<file path="config.mk">
export PLATFORM = sky130hd
export DESIGN_NAME = cpu_gen
export DESIGN_NICKNAME = d
export VERILOG_FILES = /design/src/rtl/cpu_gen.sv
export SDC_FILE = /design/constraint.sdc
export NUM_CORES = 1
export LEC_CHECK = 0
export BUFFER_PORTS_ARGS = -buffer_cell sky130_fd_sc_hd__buf_2
export CAP_MARGIN = 20
export CORE_MARGIN = 3
export CORE_UTILIZATION = 36
export CTS_CLUSTER_DIAMETER = 100
export DETAILED_ROUTE_END_ITERATION = 10
export PLACE_DENSITY = 0.66
export SLEW_MARGIN = 20
export SYNTH_ARGS = -nofsm -noshare
export SYNTH_HDL_FRONTEND = slang
export SYNTH_SLANG_ARGS = --single-unit
</file>
<file path="constraint.sdc">
create_clock -name clk -period 2.5 [get_ports clk]
set_clock_uncertainty 0.05 [all_clocks]
set_input_delay 0.25 -clock clk [delete_from_list [all_inputs] [get_ports clk]]
set_output_delay 0.25 -clock clk [all_outputs]
set_load 0.01 [all_outputs]
</file>
<file path="src/rtl/cpu_gen.sv">
// Minimal accumulator CPU: A/B/OUT registers, carry flag, jumps and a HALT state.
// Define CPU_GEN_ZERO_FLAG_EN to add the zero flag and the JZ instruction (opcode 12).
module cpu_gen #(
   parameter int DATA_W = 4,
   parameter int ADDR_W = 4
) (
   input  logic              clk,
   input  logic              n_rst,
   input  logic [3:0]        opecode,
   input  logic [DATA_W-1:0] imm,
   input  logic              instr_valid,
   input  logic [DATA_W-1:0] switch,
   output logic [ADDR_W-1:0] addr,
   output logic [DATA_W-1:0] led,
   output logic              halted
);

   localparam logic ST_RUN  = 1'b0;
   localparam logic ST_HALT = 1'b1;

   logic              state_reg, state_next;
   logic [DATA_W-1:0] a_reg, a_next;
   logic [DATA_W-1:0] b_reg, b_next;
   logic [DATA_W-1:0] out_reg, out_next;
   logic [ADDR_W-1:0] ip_reg, ip_next;
   logic              cf_reg, cf_next;
`ifdef CPU_GEN_ZERO_FLAG_EN
   logic              zf_reg, zf_next;
`endif

   logic [DATA_W:0]   add_a, add_b;
   logic [DATA_W-1:0] sub_a;
   logic [ADDR_W-1:0] ip_inc, jmp_target;

   // Carry is the bit beyond DATA_W of a zero-extended sum
   assign add_a      = {1'b0, a_reg} + {1'b0, imm};
   assign add_b      = {1'b0, b_reg} + {1'b0, imm};
   assign sub_a      = a_reg - imm;
   assign ip_inc     = ip_reg + ADDR_W'(1);
   assign jmp_target = imm[ADDR_W-1:0];

   always_comb begin
      state_next = state_reg;
      a_next     = a_reg;
      b_next     = b_reg;
      out_next   = out_reg;
      ip_next    = ip_reg;
      cf_next    = cf_reg;
`ifdef CPU_GEN_ZERO_FLAG_EN
      zf_next    = zf_reg;
`endif
      if (state_reg == ST_RUN && instr_valid) begin
         ip_next = ip_inc;
         cf_next = 1'b0;
`ifdef CPU_GEN_ZERO_FLAG_EN
         zf_next = 1'b0;
`endif
         case (opecode)
            4'd0: begin
               a_next  = add_a[DATA_W-1:0];
               cf_next = add_a[DATA_W];
`ifdef CPU_GEN_ZERO_FLAG_EN
               zf_next = (add_a[DATA_W-1:0] == '0);
`endif
            end
            4'd1: b_next = a_reg;
            4'd2: a_next = switch;
            4'd3: a_next = imm;
            4'd4: a_next = b_reg;
            4'd5: begin
               b_next  = add_b[DATA_W-1:0];
               cf_next = add_b[DATA_W];
`ifdef CPU_GEN_ZERO_FLAG_EN
               zf_next = (add_b[DATA_W-1:0] == '0);
`endif
            end
            4'd6: b_next = switch;
            4'd7: b_next = imm;
            4'd8: begin
               a_next  = sub_a;
               cf_next = (a_reg < imm);
`ifdef CPU_GEN_ZERO_FLAG_EN
               zf_next = (sub_a == '0);
`endif
            end
            4'd9:  out_next = b_reg;
            4'd10: out_next = a_reg;
            4'd11: out_next = imm;
`ifdef CPU_GEN_ZERO_FLAG_EN
            4'd12: if (zf_reg) ip_next = jmp_target;
`endif
            4'd13: begin
               state_next = ST_HALT;
               ip_next    = ip_reg;
            end
            // Flags tested here are the values held before this instruction
            4'd14: if (!cf_reg) ip_next = jmp_target;
            4'd15: ip_next = jmp_target;
            default: begin
            end
         endcase
      end
   end

   always_ff @(posedge clk or negedge n_rst) begin
      if (!n_rst) begin
         state_reg <= ST_RUN;
         a_reg     <= '0;
         b_reg     <= '0;
         out_reg   <= '0;
         ip_reg    <= '0;
         cf_reg    <= 1'b0;
      end else begin
         state_reg <= state_next;
         a_reg     <= a_next;
         b_reg     <= b_next;
         out_reg   <= out_next;
         ip_reg    <= ip_next;
         cf_reg    <= cf_next;
      end
   end

`ifdef CPU_GEN_ZERO_FLAG_EN
   always_ff @(posedge clk or negedge n_rst) begin
      if (!n_rst) zf_reg <= 1'b0;
      else        zf_reg <= zf_next;
   end
`endif

   assign addr   = ip_reg;
   assign led    = out_reg;
   assign halted = (state_reg == ST_HALT);

endmodule

</file>
==> results of run 1 <==
==> synthesized netlist by cell type (all sizes together) (2+ instances only) <==
master	number
mux2	3
a31oi	7
a21o	4
nor3	2
o22ai	4
nand2	16
or3	3
nand3	4
xor2	4
fa	3
buf	7
dfrtp	18
o21ai	17
a32oi	2
nor3b	2
clkbuf	3
inv	12
ha	13
nor2	22
a21oi	18
mux2i	6
nand2b	5
nor2b	7
==> cell type report <==
cell class,count,area [um2],share of cell area (%)
multi-input cells,157,1080,59.4
well taps,50,62.6,3.44
repair buffers,24,125,6.89
inverters,12,45.0,2.48
flip-flops and latches,18,450,24.8
clock buffers,4,55.1,3.03
==> metrics by stage <==
| stage | total power [W] | area [um2] | cells | hold WS [ps] | worst slack, ps |
|---|---|---|---|---|---|
| global placement | 0.00137 | 1750 | 260 | 167 | 472 |
| floorplan | 0.00113 | 1620 | 197 | -95.6 | 666 |
| finish | 0.00162 | 1820 | 265 | 257 | 379 |
| global route | 0.00178 | 1820 | 265 | 281 | 263 |
| detailed placement | 0.00137 | 1750 | 260 | 168 | 375 |
| CTS | 0.00163 | 1820 | 265 | 258 | 378 |
==> metal layers <==
metal	track usage (%)	share of wire (%)	wire [um]	vias up
met5	0	0	0	-
met4	4.51	1.1	45	0
met3	3.31	5.4	228	6
met2	27.2	47	2010	43
met1	24.6	46	1970	707
li1	-	-	-	743
==> cell families after synthesis <==
logic type,after synthesis
compound gates,64
xor+xnor,5
fa+ha+maj,16
buf+inv,22
flops,18
mux,9
simple gates,63
==> how the worst min path moves through the flow <==
stage                                      end   startpoint  cells past startpoint
after floorplan           a_reg[0]$_DFFE_PN0P_        n_rst                      0
after detailed placement    led[1]$_DFFE_PN0P_        n_rst                      1
final                       halted$_DFFE_PN0P_  instr_valid                      2
after global placement      led[2]$_DFFE_PN0P_        n_rst                      1
after CTS                   halted$_DFFE_PN0P_  instr_valid                      2
after global routing        halted$_DFFE_PN0P_  instr_valid                      2
==> power by group through the flow <==
stage	combinational, W	clock, W	sequential, W
floorplan	0.000569	0	0.000558
global placement	0.000797	0	0.000568
detailed placement	0.000806	0	0.000568
CTS	0.000812	0.000253	0.000563
global route	0.000928	0.000263	0.000593
finish	0.000805	0.000248	0.000570
==> flow_summary.yaml, run 1 <==
setup_path:
  slowest_delay_ps: 440
  cp_num_cells: 7
  endpoint_kind: "flop"
  cp.arrival_ps: 2200
  crit_end: "a_reg[2]$_DFFE_PN0P_"
  crit_path_max_fanout: 4
  regToRegSetupSlack_ps: 380
  critPathSlowestCell: "dfrtp_1"
  cp_cell_sequence: "inv_1, ha_1, fa_1, xnor2_1, a22o_1, a222oi_1, a21oi_1"
  cp.buffers_inverters: 1
  critical_path_class: "flop to flop"
  cp.required_ps: 2580
  r2r_end: "a_reg[2]$_DFFE_PN0P_"
  start_kind: "flop"
  cp_top_family: "adder cells"
  r2r_cells: 7
  critPathLaunch: "a_reg[0]$_DFFE_PN0P_"
  r2r-start: "a_reg[0]$_DFFE_PN0P_"
route:
  routed_via_density: 5.66
  vias: 1499
  routed_wl_um: 4250
  route.detailed.drc: 0
  drtIter0Drc: 141
  antenna_left: 0
  wire_per_inst_um: 16.0
  first_pass_iters: 4
cells_and_area:
  layout.nets: 247
  finish.utilization_pct: 43.5
  antenna_cells: 0
  syn_to_final_growth_pct: 11.9
  nFillCells: 423
  layout_common_cells: "buf_2, nor2_1, dfrtp_1"
  layout-drive-gt1-share_pct: 16.7
  layout_commonest_cell: "buf_2"
yosys:
  ys_seq_area_share_pct: 27.7
  synth_cells: 197
  yosys-top-cells-area: "dfrtp_1, ha_1, a21oi_1, nor2_1, o21ai_0"
  synthAdderAreaFrac_pct: 13.7
  async_flop_share_pct: 100
  synth_flop_cell: "dfrtp_1"
  ys_ff_latch: 18
  synth_top_area_share_pct: 27.7
  syn-mean-instance-area_um2: 8.24
  synthSimpleGateAreaFrac_pct: 19.4
  syn_area_um2: 1620
  syn_nets: 228
  synth_top_cell_by_area: "dfrtp_1"
  synthDistinctLibCells: 44
  synth_edf_count: 0
  synth_compound_area_share_pct: 24.8
  synth_mux_area_share_pct: 5.78
  yosys_warnings: 0
  synth_xor_area_share_pct: 2.70
  synth_top_family_by_area: "compound AO/OA/AOI/OAI gates"
timing:
  setup-tns-final_ps: 0
  relSlewSlack_pct: 64.2
  slew_viol_final: 0
  worst_slew_pin_slew_ps: 532
  period_share_pct: 84.9
  finalHoldViolCount: 0
  rsz0062_at_grt: "false"
  max_freq_mhz: 471
  setup-violations-final: 0
  period_needed_ps: 2120
global_route:
  antenna_found_initial: 0
  grt_pass1_vias: 1447
  grt_usage_pct: 17.4
  overflow: 0
  grt_max_degree: 21
  grt_pass1_wl_um: 7160
cts:
  post_cts_resized: 0
  post_cts_buffers: 0
  clkLatencyLatePin_ps: 260
  cts.sinks: 18
  path_clk_slew_ps: 70
  cts-htree-levels: 1
  cts_tree: "built"
  clk_path_buf_depth: 2
  cts_buffers: 3
  root_buffer: "clkbuf_8"
  hold_buffers: 1
die:
  die_h_um: 73.2
  dieWidth_um: 73.2
  core-area_um2: 4170
  dieArea_um2: 5350
  initial_core_util_pct: 38.9
  pin_count: 24
  rows: 23
power_and_ir_drop:
  p_per_area_nw_per_um2: 893
  intPower_w: 0.000934
  p_comb_share_pct: 49.6
  ir_worst_vdd_mv: 0.455
  pwr-share-clk_pct: 15.3
  p_sw_w: 0.000689
  p_seq_share_pct: 35.1
  power.share.switching_pct: 42.5
  p_leak_nw: 0.827
placement:
  gp_congestion: 0.911
  io_buffers: 23
  place_hpwl_um: 3250
status:
  status: "finished clean"
job:
  maxCapViolCount: 0
hold_path:
  hold_path.class: "primary input to flop"
Note: power is estimated with default switching activity, not from simulation.
==> inputs of run 2 (changes only) <==
--- a/config.mk
+++ b/config.mk
@@ -11,7 +11,7 @@
 export CORE_UTILIZATION = 36
 export CTS_CLUSTER_DIAMETER = 100
 export DETAILED_ROUTE_END_ITERATION = 10
-export PLACE_DENSITY = 0.66
+export PLACE_DENSITY = 0.68
 export SLEW_MARGIN = 20
 export SYNTH_ARGS = -nofsm -noshare
 export SYNTH_HDL_FRONTEND = slang
==> constraint.sdc (replaced) <==
create_clock -name clk -period 1.9 [get_ports clk]
set_clock_uncertainty 0.05 [all_clocks]
set_input_delay 0.19 -clock clk [delete_from_list [all_inputs] [get_ports clk]]
set_output_delay 0.19 -clock clk [all_outputs]
set_load 0.01 [all_outputs]
==> run 2 against run 1 <==
  * Sequential share of layout area down 1.6 points
  * Clock-buffer cell count down 1
  * Die area unchanged
  * Largest cell class unchanged
  * Largest power group unchanged
==> flow_summary.yaml, run 2 (synthesis results as in run 1) <==
cells_and_area:
  multi_input_area_um2: 1100
  layout_commonest_cell: "buf_2"
  regArea_um2: 450
  finish.utilization_pct: 46.5
  nFillCells: 415
  layout-drive-gt1-share_pct: 24.0
  layout.nets: 262
  layout_common_cells: "buf_2, nor2_1, dfrtp_1"
  syn_to_final_growth_pct: 19.5
  antenna_cells: 0
setup_path:
  cp_cell_sequence: "inv_1, ha_4, fa_2, xnor2_1, a22o_1, a222oi_1, a21oi_1"
  cp.arrival_ps: 1880
  cp.required_ps: 1980
  r2r_end: "a_reg[2]$_DFFE_PN0P_"
  crit_path_max_fanout: 3
  start_kind: "flop"
  r2r-start: "a_reg[0]$_DFFE_PN0P_"
  endpoint_kind: "flop"
  critical_path_class: "flop to flop"
  r2r_cells: 7
  cp.buffers_inverters: 1
  slowest_delay_ps: 380
  regToRegSetupSlack_ps: 110
  critPathSlowestCell: "dfrtp_1"
  cp_top_family: "adder cells"
job:
  maxCapViolCount: 0
route:
  drtIter0Drc: 99
  routed_wl_um: 4080
  route.detailed.drc: 0
  wire_per_inst_um: 14.6
  antenna_left: 0
  vias: 1514
  routed_via_density: 5.43
  first_pass_iters: 4
timing:
  setup-violations-final: 0
  period_share_pct: 94.4
  fin_ws_ps: 107
  setup-tns-final_ps: 0
  max_freq_mhz: 558
  slew_viol_final: 0
  finalHoldViolCount: 0
  worst_slew_pin_slew_ps: 524
  period_needed_ps: 1790
  relSlewSlack_pct: 64.7
  rsz0062_at_grt: "true"
global_route:
  grt_pass1_wl_um: 7030
  overflow: 0
  grt_usage_pct: 16.5
  antenna_found_initial: 0
  grt_max_degree: 19
  grt_pass1_vias: 1478
die:
  rows: 23
  pin_count: 24
  die_h_um: 73.2
  dieArea_um2: 5350
  dieWidth_um: 73.2
  core-area_um2: 4170
  initial_core_util_pct: 38.9
cts:
  path_clk_slew_ps: 70
  root_buffer: "clkbuf_8"
  cts_buffers: 3
  cts.sinks: 18
  cts-htree-levels: 1
  clk_path_buf_depth: 2
  cts_tree: "built"
  clkLatencyLatePin_ps: 260
hold_path:
  hold_end: "halted$_DFFE_PN0P_"
  hold_start: "instr_valid"
  holdPathStages: 2
  hold_path.class: "primary input to flop"
power_and_ir_drop:
  p_leak_nw: 0.890
  p_sw_w: 0.000900
  intPower_w: 0.00129
  pwr-share-clk_pct: 12.4
  p_seq_share_pct: 32.4
  p_comb_share_pct: 55.1
  p_per_area_nw_per_um2: 1130
  ir_worst_vdd_mv: 0.374
  power.share.switching_pct: 41.2
placement:
  pre_cts_slack_ps: -35.7
  gp_congestion: 0.915
  place_hpwl_um: 3180
  io_buffers: 23
status:
  status: "finished clean"
==> run 2: worst register-to-register path: stages (launching register included) <==
cell      delay [ps]
dfrtp_1          380
inv_1             90
ha_4             170
fa_2             340
xnor2_1          140
a22o_1           200
a222oi_1         210
a21oi_1          100
==> run 2: cell type report <==
type,count,area share [%]
clock buffers,3,2.13
inverters,12,2.32
multi-input cells,157,56.9
flip-flops and latches,18,23.2
well taps,50,3.22
repair buffers,39,12.3
==> run 2: timing repair <==
item,CTS,global route
endpoints found under the setup margin,1,5
setup buffers,1,1
hold buffers,1,0
hold endpoints to repair,18,0
pin swaps,0,2
resized for setup,1,6
==> run 2: power groups by stage <==
stage / sequential (W) / combinational (W) / clock [W]
6_report: 0.000709 / 0.00121 / 0.000272
5_1_grt: 0.000732 / 0.00138 / 0.000292
4_1_cts: 0.000707 / 0.00116 / 0.000279
3_5_place_dp: 0.000716 / 0.00113 / 0
3_3_place_gp: 0.000714 / 0.00111 / 0
2_1_floorplan: 0.000734 / 0.000748 / 0
==> run 2: routing by layer <==
| layer | vias up | track usage, % | wire length [um] |
|---|---|---|---|
| met5 | - | 0 | 0 |
| met4 | 0 | 4.30 | 31 |
| met3 | 2 | 1.65 | 162 |
| met2 | 34 | 26.2 | 1910 |
| met1 | 708 | 23.7 | 1980 |
| li1 | 770 | - | - |
==> run 2: worst max path at each step <==
stage | startpoint | to | slack (ps) | depth (start not counted)
floorplan | halted$_DFFE_PN0P_ | b_reg[2]$_DFFE_PN0P_ | 70 | 6
global placement | a_reg[0]$_DFFE_PN0P_ | a_reg[2]$_DFFE_PN0P_ | 40 | 7
detailed placement | a_reg[0]$_DFFE_PN0P_ | a_reg[2]$_DFFE_PN0P_ | -40 | 7
CTS | a_reg[0]$_DFFE_PN0P_ | a_reg[2]$_DFFE_PN0P_ | 40 | 7
global route | a_reg[0]$_DFFE_PN0P_ | a_reg[2]$_DFFE_PN0P_ | -20 | 7
finish | a_reg[0]$_DFFE_PN0P_ | a_reg[2]$_DFFE_PN0P_ | 110 | 7
==> run 2: through the flow <==
step / hold slack [ps] / power (W) / cell area [um2] / std cells
after floorplan: -156 / 0.00148 / 1620 / 197
after global placement: 105 / 0.00183 / 1850 / 273
after detailed placement: 111 / 0.00185 / 1850 / 273
after CTS: 195 / 0.00215 / 1910 / 278
after global routing: 207 / 0.00241 / 1940 / 279
final: 194 / 0.00219 / 1940 / 279
